$ cat config.mk
export PLATFORM = sky130hd
export DESIGN_NAME = fetch_sequencer
export DESIGN_NICKNAME = d
export VERILOG_FILES = /design/src/rtl/fetch_sequencer.sv
export SDC_FILE = /design/constraint.sdc
export NUM_CORES = 1
export LEC_CHECK = 0
export ABC_AREA = 1
export BUFFER_PORTS_ARGS = -buffer_cell sky130_fd_sc_hd__buf_2
export CAP_MARGIN = 10
export CORE_ASPECT_RATIO = 1.75
export CORE_UTILIZATION = 45
export CTS_CLUSTER_SIZE = 16
export DETAILED_ROUTE_END_ITERATION = 6
export PLACE_DENSITY = 0.72
export SLEW_MARGIN = 10
export SYNTH_ARGS = -nofsm -noshare
export SYNTH_HDL_FRONTEND = slang
export SYNTH_SLANG_ARGS = --single-unit
$ cat constraint.sdc
create_clock -name clk -period 3.8 [get_ports clk]
set_input_delay 0.38 -clock clk [delete_from_list [all_inputs] [get_ports clk]]
set_output_delay 0.38 -clock clk [all_outputs]
set_load 0.02 [all_outputs]
$ cat src/rtl/fetch_sequencer.sv
// Instruction fetch sequencer: walks the PC through instruction memory and
// hands fetched words to decode, steering on branches, jumps and traps.
module fetch_sequencer #(
  parameter logic [31:0] RESET_PC = 32'h00000000,
  parameter logic [31:0] TRAP_VEC = 32'h00000100
) (
  input  logic        clk,
  input  logic        rst,
  input  logic        stall,
  input  logic        redirect_valid,
  input  logic [31:0] redirect_pc,
  input  logic        trap,
  output logic        imem_req,
  output logic [31:0] imem_addr,
  input  logic        imem_ready,
  input  logic [31:0] imem_rdata,
  output logic [31:0] pc,
  output logic [31:0] instr,
  output logic        instr_valid,
  output logic [31:0] instr_pc,
  output logic        misalign
);

  typedef enum logic [1:0] {BOOT, FETCH, HOLD, DRAIN} state_t;

  state_t      state_q, state_d;
  logic [31:0] pc_q, pc_d;
  logic [31:0] addr_q, addr_d;
  logic        req_q, req_d;
  logic [31:0] instr_q, instr_d;
  logic [31:0] instr_pc_q, instr_pc_d;
  logic        instr_valid_q, instr_valid_d;
  logic        misalign_q, misalign_d;

  logic        redir_any;
  logic        redir_bad;
  logic [31:0] redir_target;
  logic        complete;

  always_comb begin
    redir_any    = trap | redirect_valid;
    redir_bad    = !trap && redirect_valid && (redirect_pc[1:0] != 2'b00);
    redir_target = (trap || redir_bad) ? TRAP_VEC : redirect_pc;
    complete     = req_q & imem_ready;

    state_d       = state_q;
    pc_d          = pc_q;
    instr_d       = instr_q;
    instr_pc_d    = instr_pc_q;
    instr_valid_d = 1'b0;
    misalign_d    = 1'b0;

    case (state_q)
      BOOT: begin
        state_d = FETCH;
        pc_d    = RESET_PC;
      end
      FETCH: begin
        if (complete && !redir_any) begin
          instr_d       = imem_rdata;
          instr_pc_d    = pc_q;
          instr_valid_d = 1'b1;
          pc_d          = pc_q + 32'd4;
          state_d       = stall ? HOLD : FETCH;
        end else if (redir_any) begin
          // A response arriving alongside a redirect belongs to the old path.
          pc_d       = redir_target;
          misalign_d = redir_bad;
          state_d    = complete ? FETCH : DRAIN;
        end
      end
      HOLD: begin
        if (redir_any) begin
          pc_d       = redir_target;
          misalign_d = redir_bad;
        end
        if (!stall) state_d = FETCH;
      end
      DRAIN: begin
        if (redir_any) begin
          pc_d       = redir_target;
          misalign_d = redir_bad;
        end
        if (complete) state_d = FETCH;
      end
      default: state_d = BOOT;
    endcase

    // The outstanding request keeps its address until memory takes it.
    addr_d = (state_d == DRAIN) ? addr_q : pc_d;
    req_d  = (state_d == FETCH) || (state_d == DRAIN);
  end

  always_ff @(posedge clk) begin
    if (rst) begin
      state_q       <= BOOT;
      pc_q          <= RESET_PC;
      addr_q        <= RESET_PC;
      req_q         <= 1'b0;
      instr_q       <= 32'h0;
      instr_pc_q    <= 32'h0;
      instr_valid_q <= 1'b0;
      misalign_q    <= 1'b0;
    end else begin
      state_q       <= state_d;
      pc_q          <= pc_d;
      addr_q        <= addr_d;
      req_q         <= req_d;
      instr_q       <= instr_d;
      instr_pc_q    <= instr_pc_d;
      instr_valid_q <= instr_valid_d;
      misalign_q    <= misalign_d;
    end
  end

  assign imem_req    = req_q;
  assign imem_addr   = addr_q;
  assign pc          = pc_q;
  assign instr       = instr_q;
  assign instr_pc    = instr_pc_q;
  assign instr_valid = instr_valid_q;
  assign misalign    = misalign_q;

endmodule

# After elaboration in Yosys (flattened, before gate mapping)
# Cells that the tools add are included.
classes:
  add_sub_neg: 1
  eq_ne: 5
  n_mux: 15
  bitwise_logic: 3
  n_reduce_logical: 12
ops:
  columns: ["operator", "n"]
  rows:
  - ["two-way mux 32 bit", 3]
  - ["one-hot mux 32 bit (3 select lines)", 1]
  - ["adder 32 x 3 -> 32 bit (second input constant)", 1]
  - ["two-way mux 2 bit", 6]
  - ["one-hot mux 2 bit (4 select lines)", 1]
  - ["== test 2 bit (second input constant)", 3]
  - ["== test 2 x 1 -> 1 bit (second input constant)", 2]
  - ["OR reduction 2 bit", 2]
  - ["logical AND 1 bit", 3]
  - ["two-way mux 1 bit", 3]
  - ["zero test 1 bit", 2]
  - ["zero test 2 bit", 1]
  - ["logical OR 1 bit", 2]
  - ["one-hot mux 1 bit (2 select lines)", 1]
  - ["AND reduction 2 bit", 1]
  - ["nonzero test 2 bit", 1]
  - ["AND 1 bit", 1]
  - ["inverter 1 bit", 1]
  - ["bitwise OR 1 bit", 1]
word_totals:
  ff_bits: 133
  input_bits: 70
  output_inout_bits: 131
  wordCells: 44

# Longest topological paths before layout
logic_depth:
  word_depth: 8
  mapped_depth: 13
  depth_no_buf: 12

# Least setup slack after synthesis
# No wires, ideal clock.
synth_path:
  path_type: "reg-to-reg"
  startpoint: "reg pc_q[3] (netlist: pc[3])"
  endpoint: "reg addr_q[18] (netlist: imem_addr[18])"
  arrival_time_ps: 1625
  t_required_ps: 3691
  path_slack_ps: 2066
  path_stages_with_launch: 11
  period_less_slack_ps: 1734
  cell_sequence: "dfxtp_1 -> ha_1 -> nand2_1 -> nor2_1 -> nand2_1 -> nor2_1 -> o21ai_0 -> o21ai_1 -> nand3_1 -> nand2_1 -> inv_1"
synth_via:
  elab_chain_len: 3
synth_lines:
  columns: ["item", "line_no", "text"]
  rows:
  - ["from (decl)", "27", "logic [31:0] pc_q, pc_d;"]
  - ["from (signal assigned)", "106", "pc_q <= pc_d;"]
  - ["adder 32 x 3 -> 32 bit", "63", "pc_d = pc_q + 32'd4;"]
  - ["two-way mux 32 bit", "59", "if (complete && !redir_any) begin"]
  - ["one-hot mux 32 bit (3 select lines)", "53", "case (state_q)"]
  - ["to (signal assigned)", "107", "addr_q <= addr_d;"]
  - ["to (decl)", "28", "logic [31:0] addr_q, addr_d;"]
# No other way between the ends.
# A chain may end at the register's enable or synchronous reset.

# Worst setup path in the final report
layout_path:
  startpoint: "in trap"
  endpoint: "reg addr_q[2] (netlist: imem_addr[2])"
layout_via:
  elab_chain_len: 8
  elab_cells_between_ends: 15
layout_lines:
  columns: ["item", "line_no", "text"]
  rows:
  - ["from (decl)", "12", "input logic trap,"]
  - ["zero test 1 bit", "42", "redir_bad = !trap && redirect_valid && (redirect_pc[1:0] != 2'b00);"]
  - ["logical AND 1 bit (2 in a row)", "42", null]
  - ["logical OR 1 bit", "43", "redir_target = (trap || redir_bad) ? TRAP_VEC : redirect_pc;"]
  - ["two-way mux 32 bit", "43", null]
  - ["two-way mux 32 bit", "65, 73, 80", null]
  - ["two-way mux 32 bit", "59", null]
  - ["one-hot mux 32 bit (3 select lines)", "53", null]
# Several ways; a longest one is shown, not always the timed one.

==> flow_metrics.tcl <==
set metrics [dict create \
    status "finished clean" \
    dr_wl_met3_um 1170 \
    grt_overflow_total 0 \
    ctsHoldBuffers 0 \
    ys_warn_count 0 \
    drive_above_1_share_pct 24.2 \
    postCtsSetupBuffers 0 \
    via_per_inst 5.18 \
    syn-cell-area_mm2 0.00605 \
    final_max_slew_viol_count 0 \
    ys_seq_elements 132 \
    syn_area_per_cell_um2 6.79 \
    crit_arrival_ns 2.60 \
    io_buffer_count 200 \
    h-tree-depth 4 \
    ys_seq_area_share_pct 43.6 \
    grt_use_total_pct 29.8 \
    startpoint_type "input port" \
    cp_max_fo 31 \
    grt_max_degree 63 \
    grt_pass1_wl_um 31400 \
    fin_util_pct 59.5 \
    ir_drop_mv 0.335 \
    hp-start "imem_rdata[4]" \
    grt_antenna_before_repair 0 \
    grt_pass1_vias 6263 \
    hp-class "input port to flip-flop" \
    highest_layer "met4" \
    cellPowerDensity_mw_per_mm2 462 \
    wirelength_um 19800 \
    dp_hpwl_um 14200 \
    netlist.area_leader.share_pct 43.6 \
    yosysTopAreaCell "dfxtp_1" \
    whs_ns 0.175 \
    timing.max_cap.violations 0 \
    die_x_um 89.7 \
    finalHoldViolations 0 \
    ys_types 37 \
    syn_nets 963 \
    finalSetupViolCount 0 \
    cts_resized 0 \
    leakage_uw 0.00392 \
    cts_buffers 17 \
    rows 55 \
    fin_skew_ns 0.0117 \
    fin_nets 1145 \
    fillers 1290 \
    start_util_pct 46.6 \
    die_y_um 155 \
    drc 0 \
    cts.clk_slew.worst_paths_ns 0.06 \
    clk_latency_ns 0.42 \
    crit_type "input port to flip-flop" \
    die_area_mm2 0.0139 \
    rsz0062_at_grt "false" \
    vias 6512 \
    synth-edff-count 0 \
    worst_pin_slew_ns 0.973 \
    tns_ns 0 \
    wl_met2_um 9880 \
    r2r-start "pc[3]" \
    startpoint "trap" \
    clock_sinks 132 \
    worstPathRequired_ns 4.10 \
    max_slew_margin_pct 35.0 \
    drt_pass1_iterations 7 \
    synthArstFlopShare_pct 0 \
    gp_congestion 0.967 \
    synthFlopType "dfxtp_1" \
    diodes 0 \
    finalCritPeriodShare_pct 60.5 \
    wl_per_cell_um 15.7 \
    synth_cells 892 \
    core_mm2 0.0130 \
    synthTopCellsByArea "dfxtp_1 44%, nand2_1 13%, nor2_1 8.6%" \
    period_minus_slack_ns 2.30 \
    critPathCaptureType "flip-flop" \
    cts_tree "built" \
    clk_path_buf_depth 2 \
    drt_iter0_drc 337 \
    ios 201 \
    root_buffer "clkbuf_16" \
    syn_to_final_growth_pct 27.8 \
    max_freq_mhz 435 \
    final_antenna_net_count 0 \
    met1Wirelength_um 7680 \
]
worst max-delay path: stages:
cell and delay (ns):
buf_2 0.13, nor2_4 0.42, nand3_4 0.22, inv_2 0.40, nand2_4 0.33, nand2_2 0.14, inv_2 0.12, a21oi_1 0.18
nand2_1 0.07, o211ai_1 0.11, inv_1 0.06
cell usage in the layout, fill, tap and decap left out, types with 3 or more instances in the layout:
cell	Yosys	routed
nand3_1	65	65
o21ai_1	6	6
inv_1	76	75
or2_2	5	5
nand4_1	5	5
nor2_4	3	3
a22o_1	4	4
or2_0	4	4
clkbuf_16	0	17
nor2_1	138	138
bufinv_16	0	4
inv_6	0	3
buf_4	3	8
o21ai_0	101	101
dfxtp_1	132	132
nor3_1	3	3
buf_2	19	200
a21oi_1	55	55
o211ai_1	7	7
xor2_1	4	4
a31oi_1	3	3
nand2_1	214	214
inv_2	5	6
clkinv_4	0	4
nor2_2	4	4
report_power, final:
| part | switching, uW | internal [uW] |
|---|---|---|
| logic | 226 | 108 |
| registers | 32.0 | 1430 |
| clock network | 654 | 1120 |
| total | 912 | 2660 |
logic make-up after synthesis:
| group | synth area share [%] |
|---|---|
| buf+inv | 8.78 |
| xor+xnor | 0.723 |
| fa+ha+maj | 0.207 |
| compound gates | 15.8 |
| flops | 43.6 |
| simple gates | 30.8 |
Yosys cell counts (2+ instances only):
master and instances:
a21oi_1 55, a22o_1 4, a31oi_1 3, buf_1 2
buf_2 19, buf_4 3, buf_6 3, clkbuf_1 17
dfxtp_1 132, inv_1 76, inv_2 5, nand2_1 214
nand3_1 65, nand4_1 5, nor2_1 138, nor2_2 4
nor2_4 3, nor3_1 3, o211ai_1 7, o21ai_0 101
o21ai_1 6, o21bai_1 2, or2_0 4, or2_2 5
xor2_1 4
metrics by stage:
step	worst slack, ns	cell area [um2]	std cells	total power (uW)
2_1_floorplan	2.07	6050	892	1690
3_3_place_gp	1.15	7100	1226	1820
3_5_place_dp	1.07	7100	1226	1830
4_1_cts	1.48	7740	1258	3590
5_1_grt	1.24	7740	1258	3700
6_report	1.50	7740	1258	3570
registers in the layout (all words and copies together), names as in the netlist:
| name | cells |
|---|---|
| instr_valid | 1 |
| instr | 32 |
| misalign | 1 |
| instr_pc | 32 |
| pc | 32 |
| state_q | 2 |
| imem_addr | 32 |
final cells by class:
type	count	area, um2	share of cell area, %
Inverter	81	304	3.93
Multi-Input combinational cell	634	2880	37.2
Tap cell	171	214	2.76
Clock buffer	18	439	5.67
Clock inverter	14	199	2.57
Timing Repair Buffer	208	1060	13.7
Sequential cell	132	2640	34.1
worst paths after layout:
path	end	slack, ns	depth (start not counted)
max	imem_addr[2]	1.50	11
min	instr[4]	0.17	3
max reg2reg	imem_addr[18]	1.64	10
min reg2reg	instr_pc[11]	0.47	2
per-layer routing:
| metal | vias up | global-route usage (%) |
|---|---|---|
| met3 | 51 | 8.22 |
| met5 | - | 0 |
| met2 | 234 | 49.6 |
| met4 | 0 | 17.8 |
| li1 | 3236 | - |
| met1 | 2991 | 32.9 |
Note: power is estimated with default switching activity, not from simulation.
